[config.mk]
export PLATFORM = sky130hd
export DESIGN_NAME = spi_xfer_ctrl
export DESIGN_NICKNAME = d
export VERILOG_FILES = /design/src/rtl/spi_pkg.sv /design/src/rtl/spi_edge_det.sv /design/src/rtl/spi_xfer_ctrl.sv
export SDC_FILE = /design/constraint.sdc
export NUM_CORES = 1
export LEC_CHECK = 0
export ABC_CLOCK_PERIOD_IN_PS = 2400
export CAP_MARGIN = 20
export CELL_PAD_IN_SITES_DETAIL_PLACEMENT = 1
export CELL_PAD_IN_SITES_GLOBAL_PLACEMENT = 2
export CORE_UTILIZATION = 35
export DETAILED_ROUTE_END_ITERATION = 8
export PLACE_DENSITY_LB_ADDON = 0.25
export SETUP_SLACK_MARGIN = 0.3
export SLEW_MARGIN = 20
export SYNTH_ARGS = -nofsm -noshare
export SYNTH_HDL_FRONTEND = slang
export SYNTH_SLANG_ARGS = --single-unit
[constraint.sdc]
create_clock -name clk -period 2.4 [get_ports clk]
set_clock_uncertainty 0.15 [all_clocks]
set_input_delay 0.72 -clock clk [delete_from_list [all_inputs] [get_ports clk]]
set_output_delay 0.72 -clock clk [all_outputs]
set_load 0.03 [all_outputs]
[src/rtl/spi_pkg.sv]
// Shared types and helpers for the SPI transfer controller slice.
package spi_pkg;

  typedef enum logic [2:0] {IDLE, SETUP, XFER, HOLD, FIN} xfer_state_t;

  // {CPOL, CPHA}
  localparam logic [1:0] SPI_MODE0 = 2'b00;

  function automatic int len_w(input int maxlen);
    return $clog2(maxlen) + 1;
  endfunction

endpackage

[src/rtl/spi_edge_det.sv]
// Registered rise/fall detector: compares a signal against its value one clk earlier.
module spi_edge_det #(
  parameter logic RST_VAL = 1'b0
) (
  input  logic clk,
  input  logic rst,
  input  logic sig,
  output logic rise,
  output logic fall
);

  logic q;

  // NOTE: non-blocking assignment, so q always holds the pre-edge value of sig.
  always_ff @(posedge clk or negedge rst) begin
    if (!rst) q <= RST_VAL;
    else      q <= sig;
  end

  assign rise = sig & ~q;
  assign fall = ~sig & q;

endmodule

[src/rtl/spi_xfer_ctrl.sv]
// SPI mode-0 transfer controller: drives an external clock-pulse generator, owns cs_n,
// shifts MOSI MSB-first and collects MISO into a right-aligned word.
module spi_xfer_ctrl
  import spi_pkg::*;
#(
  parameter int SPI_MAXLEN = 16,
  parameter int CS_HOLD    = 1
) (
  input  logic                            clk,
  input  logic                            rst,
  input  logic                            tx_valid,
  output logic                            tx_ready,
  input  logic [SPI_MAXLEN-1:0]           tx_data,
  input  logic [len_w(SPI_MAXLEN)-1:0]    tx_len,
  output logic                            rx_valid,
  output logic [SPI_MAXLEN-1:0]           rx_data,
  output logic                            rx_err,
  output logic                            gen_start,
  output logic [len_w(2*SPI_MAXLEN)-1:0]  gen_n_pulses,
  input  logic                            gen_done,
  input  logic                            spi_clk,
  output logic                            cs_n,
  output logic                            mosi,
  input  logic                            miso
);

  localparam int   LW   = len_w(SPI_MAXLEN);
  localparam int   PW   = len_w(2*SPI_MAXLEN);
  localparam int   HW   = 3;
  localparam logic CPOL = SPI_MODE0[1];

  xfer_state_t           state;
  logic [SPI_MAXLEN-1:0] shift_reg;
  logic [SPI_MAXLEN-1:0] rx_shift;
  logic [LW-1:0]         bit_cnt;
  logic [LW-1:0]         len_q;
  logic [HW-1:0]         hold_cnt;
  logic                  gen_run;
  logic [LW-1:0]         len_eff;
  logic                  spi_rise, spi_fall, done_rise, done_fall;
  logic                  lead_edge, trail_edge;

  spi_edge_det #(.RST_VAL(1'b0)) u_spi_edge (
    .clk  (clk),
    .rst  (rst),
    .sig  (spi_clk),
    .rise (spi_rise),
    .fall (spi_fall)
  );

  // gen_done idles high, so its history resets high to avoid a phantom rise.
  spi_edge_det #(.RST_VAL(1'b1)) u_done_edge (
    .clk  (clk),
    .rst  (rst),
    .sig  (gen_done),
    .rise (done_rise),
    .fall (done_fall)
  );

  assign lead_edge  = CPOL ? spi_fall : spi_rise;
  assign trail_edge = CPOL ? spi_rise : spi_fall;
  assign len_eff    = (tx_len > LW'(SPI_MAXLEN)) ? LW'(SPI_MAXLEN) : tx_len;

  // NOTE: every output is a flop in this single block; with no always_comb there is no latch risk.
  always_ff @(posedge clk or negedge rst) begin
    if (!rst) begin
      state        <= IDLE;
      tx_ready     <= 1'b0;
      rx_valid     <= 1'b0;
      rx_data      <= '0;
      rx_err       <= 1'b0;
      gen_start    <= 1'b0;
      gen_n_pulses <= '0;
      cs_n         <= 1'b1;
      mosi         <= 1'b0;
      shift_reg    <= '0;
      rx_shift     <= '0;
      bit_cnt      <= '0;
      len_q        <= '0;
      hold_cnt     <= '0;
      gen_run      <= 1'b0;
    end else begin
      rx_valid <= 1'b0;
      unique case (state)
        IDLE: begin
          if (tx_valid && tx_ready) begin
            tx_ready  <= 1'b0;
            // Left-align so the next bit to send is always the MSB.
            shift_reg <= tx_data << (LW'(SPI_MAXLEN) - len_eff);
            bit_cnt   <= len_eff;
            len_q     <= len_eff;
            rx_shift  <= '0;
            rx_err    <= 1'b0;
            state     <= (len_eff == '0) ? FIN : SETUP;
          end else begin
            tx_ready <= 1'b1;
          end
        end
        SETUP: begin
          cs_n         <= 1'b0;
          mosi         <= shift_reg[SPI_MAXLEN-1];
          shift_reg    <= shift_reg << 1;
          gen_n_pulses <= PW'({len_q, 1'b0});
          gen_start    <= 1'b1;
          gen_run      <= 1'b0;
          state        <= XFER;
        end
        XFER: begin
          if (done_fall) gen_run <= 1'b1;
          if (lead_edge) begin
            rx_shift <= {rx_shift[SPI_MAXLEN-2:0], miso};
            bit_cnt  <= bit_cnt - LW'(1);
          end
          // A done rise only counts once the generator has actually started running.
          if ((gen_run && done_rise) || (trail_edge && bit_cnt == '0)) begin
            rx_err    <= (bit_cnt != '0);
            gen_start <= 1'b0;
            hold_cnt  <= '0;
            state     <= HOLD;
          end else if (trail_edge) begin
            mosi      <= shift_reg[SPI_MAXLEN-1];
            shift_reg <= shift_reg << 1;
          end
        end
        HOLD: begin
          if (hold_cnt == HW'(CS_HOLD - 1)) state <= FIN;
          else                              hold_cnt <= hold_cnt + HW'(1);
        end
        FIN: begin
          cs_n     <= 1'b1;
          rx_valid <= 1'b1;
          rx_data  <= rx_shift;
          mosi     <= 1'b0;
          state    <= IDLE;
        end
        default: state <= IDLE;
      endcase
    end
  end

endmodule
### Yosys cells after proc, flatten, opt, wreduce, memory -nomap -nowiden

Cells that the tools add are included.

| word-level totals | value |
|---|---|
| input port bits | 27 |
| output and inout port bits | 28 |
| register bits after elaboration | 78 |
| logic and storage cells | 98 |

| operators by class | value |
|---|---|
| mux-type cells | 32 |
| order comparisons | 1 |
| reductions and logical operators | 24 |
| add/subtract/negate cells | 3 |
| shifts and indexed selects | 1 |
| equal/unequal tests | 12 |
| bitwise operators | 8 |

Operator list:

| cell | count |
|---|---|
| $mux 16 | 5 |
| $pmux 16 s3 | 1 |
| $pmux 16 s2 | 1 |
| $mux 3 | 6 |
| $ne 2x2->1 const B | 8 |
| $shl 16x5->16 | 1 |
| $mux 5 | 3 |
| $reduce_and 3->1 | 5 |
| $pmux 3 s4 | 1 |
| $logic_not 5->1 | 2 |
| $pmux 5 s2 | 1 |
| $mux 1 | 8 |
| $pmux 1 s2 | 4 |
| $reduce_bool 2->1 | 4 |
| $eq 3x2->1 const B | 2 |
| $logic_not 3->1 | 2 |
| $pmux 3 s2 | 1 |
| $reduce_and 2->1 | 3 |
| $reduce_bool 3->1 | 2 |
| $gt 5x5->1 const B | 1 |
| $reduce_bool 5->1 | 1 |
| $sub 5x1->5 const B | 1 |
| $sub 5x5->5 const A | 1 |
| $and 1x1->1 | 4 |
| other kinds (8) | 13 |

### Depth between registers and ports, before layout

Gate-level depths: netlist (run 1).

| logic depth | value |
|---|---|
| depth after elaboration | 6 |
| depth in mapped cells | 12 |
| mapped depth without buffers | 10 |

### Hierarchy

A second synthesis (run 1) with hierarchy kept.

| unflattened totals | value |
|---|---|
| cell total of the unflattened synthesis | 403 |
| area, all modules | 4185.3 µm² |

By module, submodules not included:

| module | instances | area an instance (µm²) | cells an instance | seq. area each (µm²) |
|---|---|---|---|---|
| spi_xfer_ctrl | 1 | 4103.9 | 397 | 1903.1 |
| spi_edge_det (u_done_edge) | 1 | 41.3 | 3 | 26.3 |
| spi_edge_det (u_spi_edge) | 1 | 40.0 | 3 | 25.0 |

### Worst setup path before layout (run 1)

Ideal clock, no wire load.

| timing path | value |
|---|---|
| path type | in2reg |
| from | in tx_len[0] |
| to | reg shift_reg[13] |
| cell stages on the path | 10 |
| data arrival time | 2.746 ns |
| data required time | 2.124 ns |
| setup time | 0.126 ns |
| slack | -0.622 ns |
| buffers on the path | 3 |
| cell sequence | nor2b_2 > buf_6 > inv_2 > ha_1 > buf_2 > buf_1 > mux4_2 > a21oi_1 > a22oi_1 > a221o_1 |

| between the ends | value |
|---|---|
| longest elaborated chain between the ends | 6 |

Ends and longest elaborated chain:

| element | line | source |
|---|---|---|
| from (decl) | spi_xfer_ctrl.sv:14 | `input logic [len_w(SPI_MAXLEN)-1:0] tx_len,` |
| $gt 5x5->1 | spi_xfer_ctrl.sv:62 | `assign len_eff = (tx_len > LW'(SPI_MAXLEN)) ? LW'(SPI_MAXLEN) : tx_len;` |
| $mux 5 (*) | spi_xfer_ctrl.sv:62 |  |
| $sub 5x5->5 (*) | spi_xfer_ctrl.sv:89 | `shift_reg <= tx_data << (LW'(SPI_MAXLEN) - len_eff);` |
| $shl 16x5->16 (*) | spi_xfer_ctrl.sv:89 |  |
| $mux 16 (*) | spi_xfer_ctrl.sv:86 | `if (tx_valid && tx_ready) begin` |
| $pmux 16 s3 (*) | spi_xfer_ctrl.sv:84 | `unique case (state)` |
| to (signal assigned) | spi_xfer_ctrl.sv:89 |  |
| to (signal assigned) | spi_xfer_ctrl.sv:102 | `shift_reg <= shift_reg << 1;` |
| to (signal assigned) | spi_xfer_ctrl.sv:122 | `shift_reg <= shift_reg << 1;` |
| to (decl) | spi_xfer_ctrl.sv:33 | `logic [SPI_MAXLEN-1:0] shift_reg;` |

Mark *: on every way between the ends. The rest lies on a longest branch, timed or not. The select of a mux whose other input is x is not followed.
A chain may end at the register's enable or synchronous reset.

### Final worst setup path (run 1)

| timing path | value |
|---|---|
| from | in tx_len[4] |
| to | reg shift_reg[13] |

Same word-level chain as after synthesis.

==> results of run 1 <==
==> worst min-delay path by stage <==
stage,start,endpoint,cells after the start
after CTS,rst,shift_reg[15]$_DFFE_PN0P_,1
after global placement,rx_shift[15]$_DFFE_PN0P_,rx_shift[15]$_DFFE_PN0P_,2
after global routing,rst,shift_reg[0]$_DFFE_PN0P_,1
final,rst,shift_reg[15]$_DFFE_PN0P_,1
after detailed placement,gen_start$_DFFE_PN0P_,gen_start$_DFFE_PN0P_,2
after floorplan,rst,bit_cnt[0]$_DFFE_PN0P_,0
==> metrics by stage <==
stage	cells	instance area, um^2	total power (uW)
floorplan	406	4170	3450
global placement	636	5200	4360
detailed placement	636	5200	4430
CTS	664	5770	6020
global route	679	6010	6640
finish	679	6010	6230
==> synthesized netlist by cell type, drive strengths merged (2+ instances only) <==
library cell | instances | area (um^2)
nand4 | 2 | 12.5
nand2b | 4 | 25.0
and2 | 3 | 18.8
and3 | 4 | 25.0
mux2i | 15 | 150
dfstp | 2 | 52.6
dfrtp | 76 | 1900
inv | 7 | 26.3
nand3b | 2 | 15.0
or2 | 2 | 12.5
o21a | 2 | 15.0
ha | 6 | 75.1
mux4 | 9 | 221
nand3 | 23 | 115
a21o | 2 | 15.0
or3 | 2 | 12.5
o21ai | 28 | 140
clkbuf | 14 | 52.6
a21oi | 21 | 105
a2111oi | 2 | 17.5
xnor2 | 2 | 17.5
mux2 | 26 | 297
a221oi | 4 | 35.0
a22oi | 2 | 15.0
a31oi | 2 | 12.5
nand2 | 71 | 267
xor2 | 2 | 36.3
a221o | 4 | 40.0
buf | 11 | 65.1
nor2 | 31 | 116
nor2b | 7 | 53.8
nor3 | 4 | 20.0
==> worst reg2reg max path, stage by stage (launching register included) <==
cell and delay [ns]:
dfrtp_1 0.37, inv_2 0.07, ha_4 0.16, nor4b_4 0.12
buf_4 0.14, nand4b_1 0.22, o32a_1 0.26, buf_6 0.15
a2111oi_2 0.33, nor2_1 0.07
==> what timing repair did <==
item	in CTS	in global routing
pin swaps	18	17
hold buffers	0	0
setup endpoints to repair	45	36
gates resized for setup	82	30
setup buffers	12	15
==> layout by cell type (no fill, tap or decap), types with 4 or more instances in the layout <==
cell,netlist,routed
mux4_1,5,5
o21ai_1,1,5
dfrtp_1,76,76
dlygate4sd2_1,0,28
clkdlybuf4s50_1,0,17
a221o_1,4,4
buf_6,1,8
nor3_1,4,4
buf_12,0,6
a21oi_1,21,17
nand3_1,23,23
o21ai_2,0,5
nor2_1,31,27
buf_4,2,72
a221oi_2,0,4
o21ai_0,27,18
nor2b_1,5,4
mux2i_1,15,6
mux2i_2,0,6
mux4_2,4,4
a21oi_2,0,4
nand2_1,71,68
and3_1,4,4
clkbuf_16,0,9
mux2_2,25,24
==> final cells by class <==
type / instances / share of cell area
Tap cell: 143 / 0.0298
Clock inverter: 5 / 0.0108
Timing Repair Buffer: 139 / 0.209
Multi-Input combinational cell: 296 / 0.377
Inverter: 7 / 0.00562
Clock buffer: 11 / 0.0421
Sequential cell: 78 / 0.325
==> cells by family after synthesis <==
group,after synthesis
muxes,50
AOI/OAI and AO/OA,76
adders and majority gates,6
and+or+nand+nor,159
DFF,78
xor gates and xnor gates,4
buffers and inverters,32
other,1
==> power breakdown <==
group / total, uW / leakage [uW] / switching, uW / internal, uW
logic: 2800 / 0.00173 / 1530 / 1260
clock network: 1430 / 0.000156 / 560 / 872
registers: 2000 / 0.00101 / 302 / 1700
total: 6230 / 0.00290 / 2390 / 3840
==> metal layers <==
layer,GRT usage,vias up,part of all wire
met3,0.0364,13,0.028
met5,0,-,0
met2,0.352,74,0.50
li1,-,1683,-
met1,0.272,1754,0.45
met4,0.0498,0,0.018
==> impl_metrics.yaml, run 1 <==
run_status:
  status: "complete, but fails checks"
  failed_checks: "negative setup slack"
floorplanning:
  dieArea_mm2: 0.0122
  start_util: 0.359
  fp.coreArea_mm2: 0.0114
  die_w_um: 110
  dieHeight_um: 110
  rows: 39
  io_pins: 55
cells_and_area:
  nFillCells: 1226
  finalNetCount: 564
  syn_to_final_growth_pct: 46.6
  antennaDiodeCount: 0
  seq_area_mm2: 0.00195
  fin_util: 0.526
  drive_gt1_frac: 0.351
  multiInputGateArea_mm2: 0.00227
clocking:
  cts.path.max_buffers: 2
  cts_tree: "built"
  clk_latency_ns: 0.34
  htreeDepth: 3
  clk_pin_slew_worst_paths_ns: 0.07
  clock-sinks: 78
  cts_root_buf: "clkbuf_16"
  numCtsBuffers: 9
critical_path:
  r2r_cells: 9
  crit_path_start: "tx_len[4]"
  cp_max_fo: 3
  endpoint: "shift_reg[13]$_DFFE_PN0P_"
  cp_num_buf_inv: 3
  cp.arrival_ns: 2.64
  start_kind: "primary input"
  end_kind: "register"
  cp.required_ns: 2.47
  cp_top_family: "multiplexers"
  regToRegSetupSlack_ns: 0.25
  r2r-end: "shift_reg[8]$_DFFE_PN0P_"
  critPathKind: "primary input to register"
  path_cells: "buf_8 > nor2b_4 > inv_8 > ha_4 > buf_12 > mux2_4 > nor2_4 > a21oi_2 > mux2i_2 > a22oi_2 > a221o_1"
  crit_slowest_cell: "mux2_4"
  critPathMaxStageDelay_ns: 0.33
  cp_num_cells: 11
  r2r_start: "bit_cnt[1]$_DFFE_PN0P_"
yosys:
  synth_top_family_by_area: "simple AND/OR/NAND/NOR gates"
  synth_seq_cells: 78
  synth_edf_count: 0
  yosysUniqueCellTypes: 56
  yosys.area_share.xor_xnor: 0.0131
  async_reset_ff_frac: 1.00
  synthMuxAreaShare: 0.163
  yosys.area_share.simple: 0.178
  seq_area_frac_synth: 0.477
  netlist_instances: 406
  synth_fa_ha_area_frac: 0.0183
  netlist_area_mm2: 0.00410
  yosys_warnings: 0
  synth_compound_area_frac: 0.115
  synth_nets: 439
  synth.avg_cell_area_um2: 10.1
  synth_ff_type: "dfrtp_1"
detailed_routing:
  drt_iter0_drc: 104
  vias: 3524
  viasPerCell: 5.19
  antenna_left: 0
  drc: 0
  wl_mm: 12.3
  dr.pass1.iters: 4
  wire_per_inst_um: 18.1
power:
  p_per_area_mw_per_mm2: 1040
  leakage_uw: 0.00290
  ir_worst_vdd_mv: 0.535
grt:
  globalRouteTotalUtil: 0.206
  grt_pass1_vias: 3551
  grt_max_degree: 35
  antenna_found_initial: 0
  grt_first_pass_wirelength_mm: 18.9
  grt_remaining_overflow: 0
place:
  hpwlAfterDp_mm: 8.07
  place.gp.congestion: 0.808
  dp_slack_ns: -0.929
  port-buffer-count: 53
sta:
  finalCriticalPeriod_ns: 2.57
  setup_viol: 13
  min_period_over_period: 1.07
  worst_slack_ns: -0.170
  hold_viol: 0
  drv_slew: 0
  fmax_mhz: 389
  grt_setup_unrepaired: "true"
  finalSetupTns_ns: -1.20
  whs_ns: 0.185
hold_path:
  hold_class: "primary input to async pin"
job:
  maxCapViolations: 0
(Power assumes the default switching activity.)
==> run 2: changes to the inputs <==
Settings changed: CORE_UTILIZATION 35 to 40, DONT_BUFFER_PORTS set to 1.
==> impl_metrics.yaml, run 2 (synthesis gave the netlist of run 1 again) <==
run_status:
  status: "complete, but fails checks"
  failed_checks: "negative hold slack"
cells_and_area:
  antennaDiodeCount: 0
  final_common_cell: "dfrtp_1"
  syn_to_final_growth_pct: 26.3
  nFillCells: 1073
  seq_area_mm2: 0.00196
  multiInputGateArea_mm2: 0.00230
  drive_gt1_frac: 0.345
  finalNetCount: 486
  stdcell_area_mm2: 0.00518
  most-common-layout-cells: "dfrtp_1 (75), nand2_1 (68), buf_4 (47), nor2_1 (27), mux2_2 (24)"
  final_cells: 591
clocking:
  clk_pin_slew_worst_paths_ns: 0.08
  cts.path.max_buffers: 2
  cts_root_buf: "clkbuf_8"
  clock-sinks: 78
  cts_tree: "built"
  htreeDepth: 3
  clk_latency_ns: 0.36
  numCtsBuffers: 9
floorplanning:
  io_pins: 55
  fp.coreArea_mm2: 0.00986
  die_w_um: 103
  dieArea_mm2: 0.0107
  start_util: 0.416
  dieHeight_um: 103
  rows: 36
detailed_routing:
  dr.pass1.iters: 6
  wl_mm: 11.1
  antenna_left: 0
  drt_iter0_drc: 144
  vias: 3215
  viasPerCell: 5.44
  wire_per_inst_um: 18.8
  drc: 0
place:
  dpl_cell_area_mm2: 0.00451
  dp_slack_ns: -0.322
  place.gp.congestion: 0.852
  hpwlAfterDp_mm: 7.50
  dpl.cell_count: 555
  port-buffer-count: 0
grt:
  grt_remaining_overflow: 0
  globalRouteTotalUtil: 0.224
  grt_max_degree: 79
  grt_pass1_vias: 3384
  antenna_found_initial: 0
  grt_first_pass_wirelength_mm: 17.8
critical_path:
  r2r_cells: 9
  cp.required_ns: 2.50
  cp_max_fo: 7
  cp.arrival_ns: 2.47
  critPathKind: "primary input to register"
  r2r-end: "shift_reg[12]$_DFFE_PN0P_"
  end_kind: "register"
  start_kind: "primary input"
  regToRegSetupSlack_ns: 0.24
  r2r_start: "bit_cnt[0]$_DFFE_PN0P_"
job:
  maxCapViolations: 0
sta:
  finalCriticalPeriod_ns: 2.37
  whs_ns: -0.0979
  drv_slew: 0
  hold_viol: 76
  min_period_over_period: 0.987
  grt_setup_unrepaired: "true"
  fmax_mhz: 422
  setup_viol: 0
  worst_slack_ns: 0.0306
power:
  p_per_area_mw_per_mm2: 1070
  leakage_uw: 0.00237
  ir_worst_vdd_mv: 0.423
  finalPower_uw: 5520
hold_path:
  hold_class: "primary input to async pin"
[run 2: cell count changes in the layout (fill, tap and decap cells not counted), moves of 7 or more]
cell             previous run  this run
dlygate4sd2_1              28         0
buf_4                      72        47
clkbuf_8                    2         9
clkbuf_16                   9         0
clkdlybuf4s50_1            17         0
[run 2: report_power, final]
group | leakage [uW] | switching [uW] | total [uW] | internal, uW
clock | 0.0000899 | 512 | 995 | 484
combinational | 0.00126 | 1280 | 2340 | 1060
sequential | 0.00101 | 487 | 2180 | 1700
[run 2: timing repair]
item / 4_1_cts / 5_1_grt
cloned: 1 / 0
setup endpoints to repair: 17 / 33
resized for setup: 31 / 34
buffers inserted: 11 / 8
endpoints found under the hold margin: 76 / 76
pin swaps: 15 / 12
[run 2: metrics by stage]
stage	TNS, ns	hold WS (ns)	utilization
2_1_floorplan	-2.97	0.274	-
3_3_place_gp	-2.86	0.280	0.456
3_5_place_dp	-3.46	0.278	0.457
4_1_cts	0	-0.117	0.501
5_1_grt	-0.0587	-0.131	0.525
6_report	0	-0.0979	0.525
[run 2: layout make-up]
cell class                 instances  area share
clock inverter                     5      0.0114
tap                              133      0.0321
inverter                           7     0.00652
clock buffer                      11      0.0254
sequential                        78       0.378
multi-input combinational        296       0.444
timing repair buffer              61       0.103
[run 2: critical path: stages]
cell and delay (ns):
nor2b_4 0.18, inv_8 0.04, ha_4 0.28, buf_12 0.13, buf_12 0.10, mux2i_4 0.27
buf_6 0.14, o21ai_4 0.06, mux2i_1 0.22, nor2_1 0.10, a21oi_2 0.15, o21ai_1 0.07
[run 2: how the worst max path moves through the flow]
stage | start | to | slack (ns) | depth (start not counted)
2_1_floorplan | tx_len[0] | shift_reg[13]$_DFFE_PN0P_ | -0.30 | 11
4_1_cts | tx_len[0] | shift_reg[13]$_DFFE_PN0P_ | 0.11 | 10
3_5_place_dp | tx_len[4] | shift_reg[11]$_DFFE_PN0P_ | -0.32 | 8
3_3_place_gp | tx_len[0] | shift_reg[6]$_DFFE_PN0P_ | -0.29 | 10
6_report | tx_len[0] | shift_reg[6]$_DFFE_PN0P_ | 0.03 | 12
5_1_grt | tx_len[0] | shift_reg[14]$_DFFE_PN0P_ | -0.03 | 12
[run 2: metal layers]
layer,vias to the layer above,GRT usage,part of all wire
met3,9,0.0685,0.047
met2,62,0.347,0.46
li1,1531,-,-
met4,0,0.0553,0.010
met1,1613,0.308,0.48
met5,-,0,0
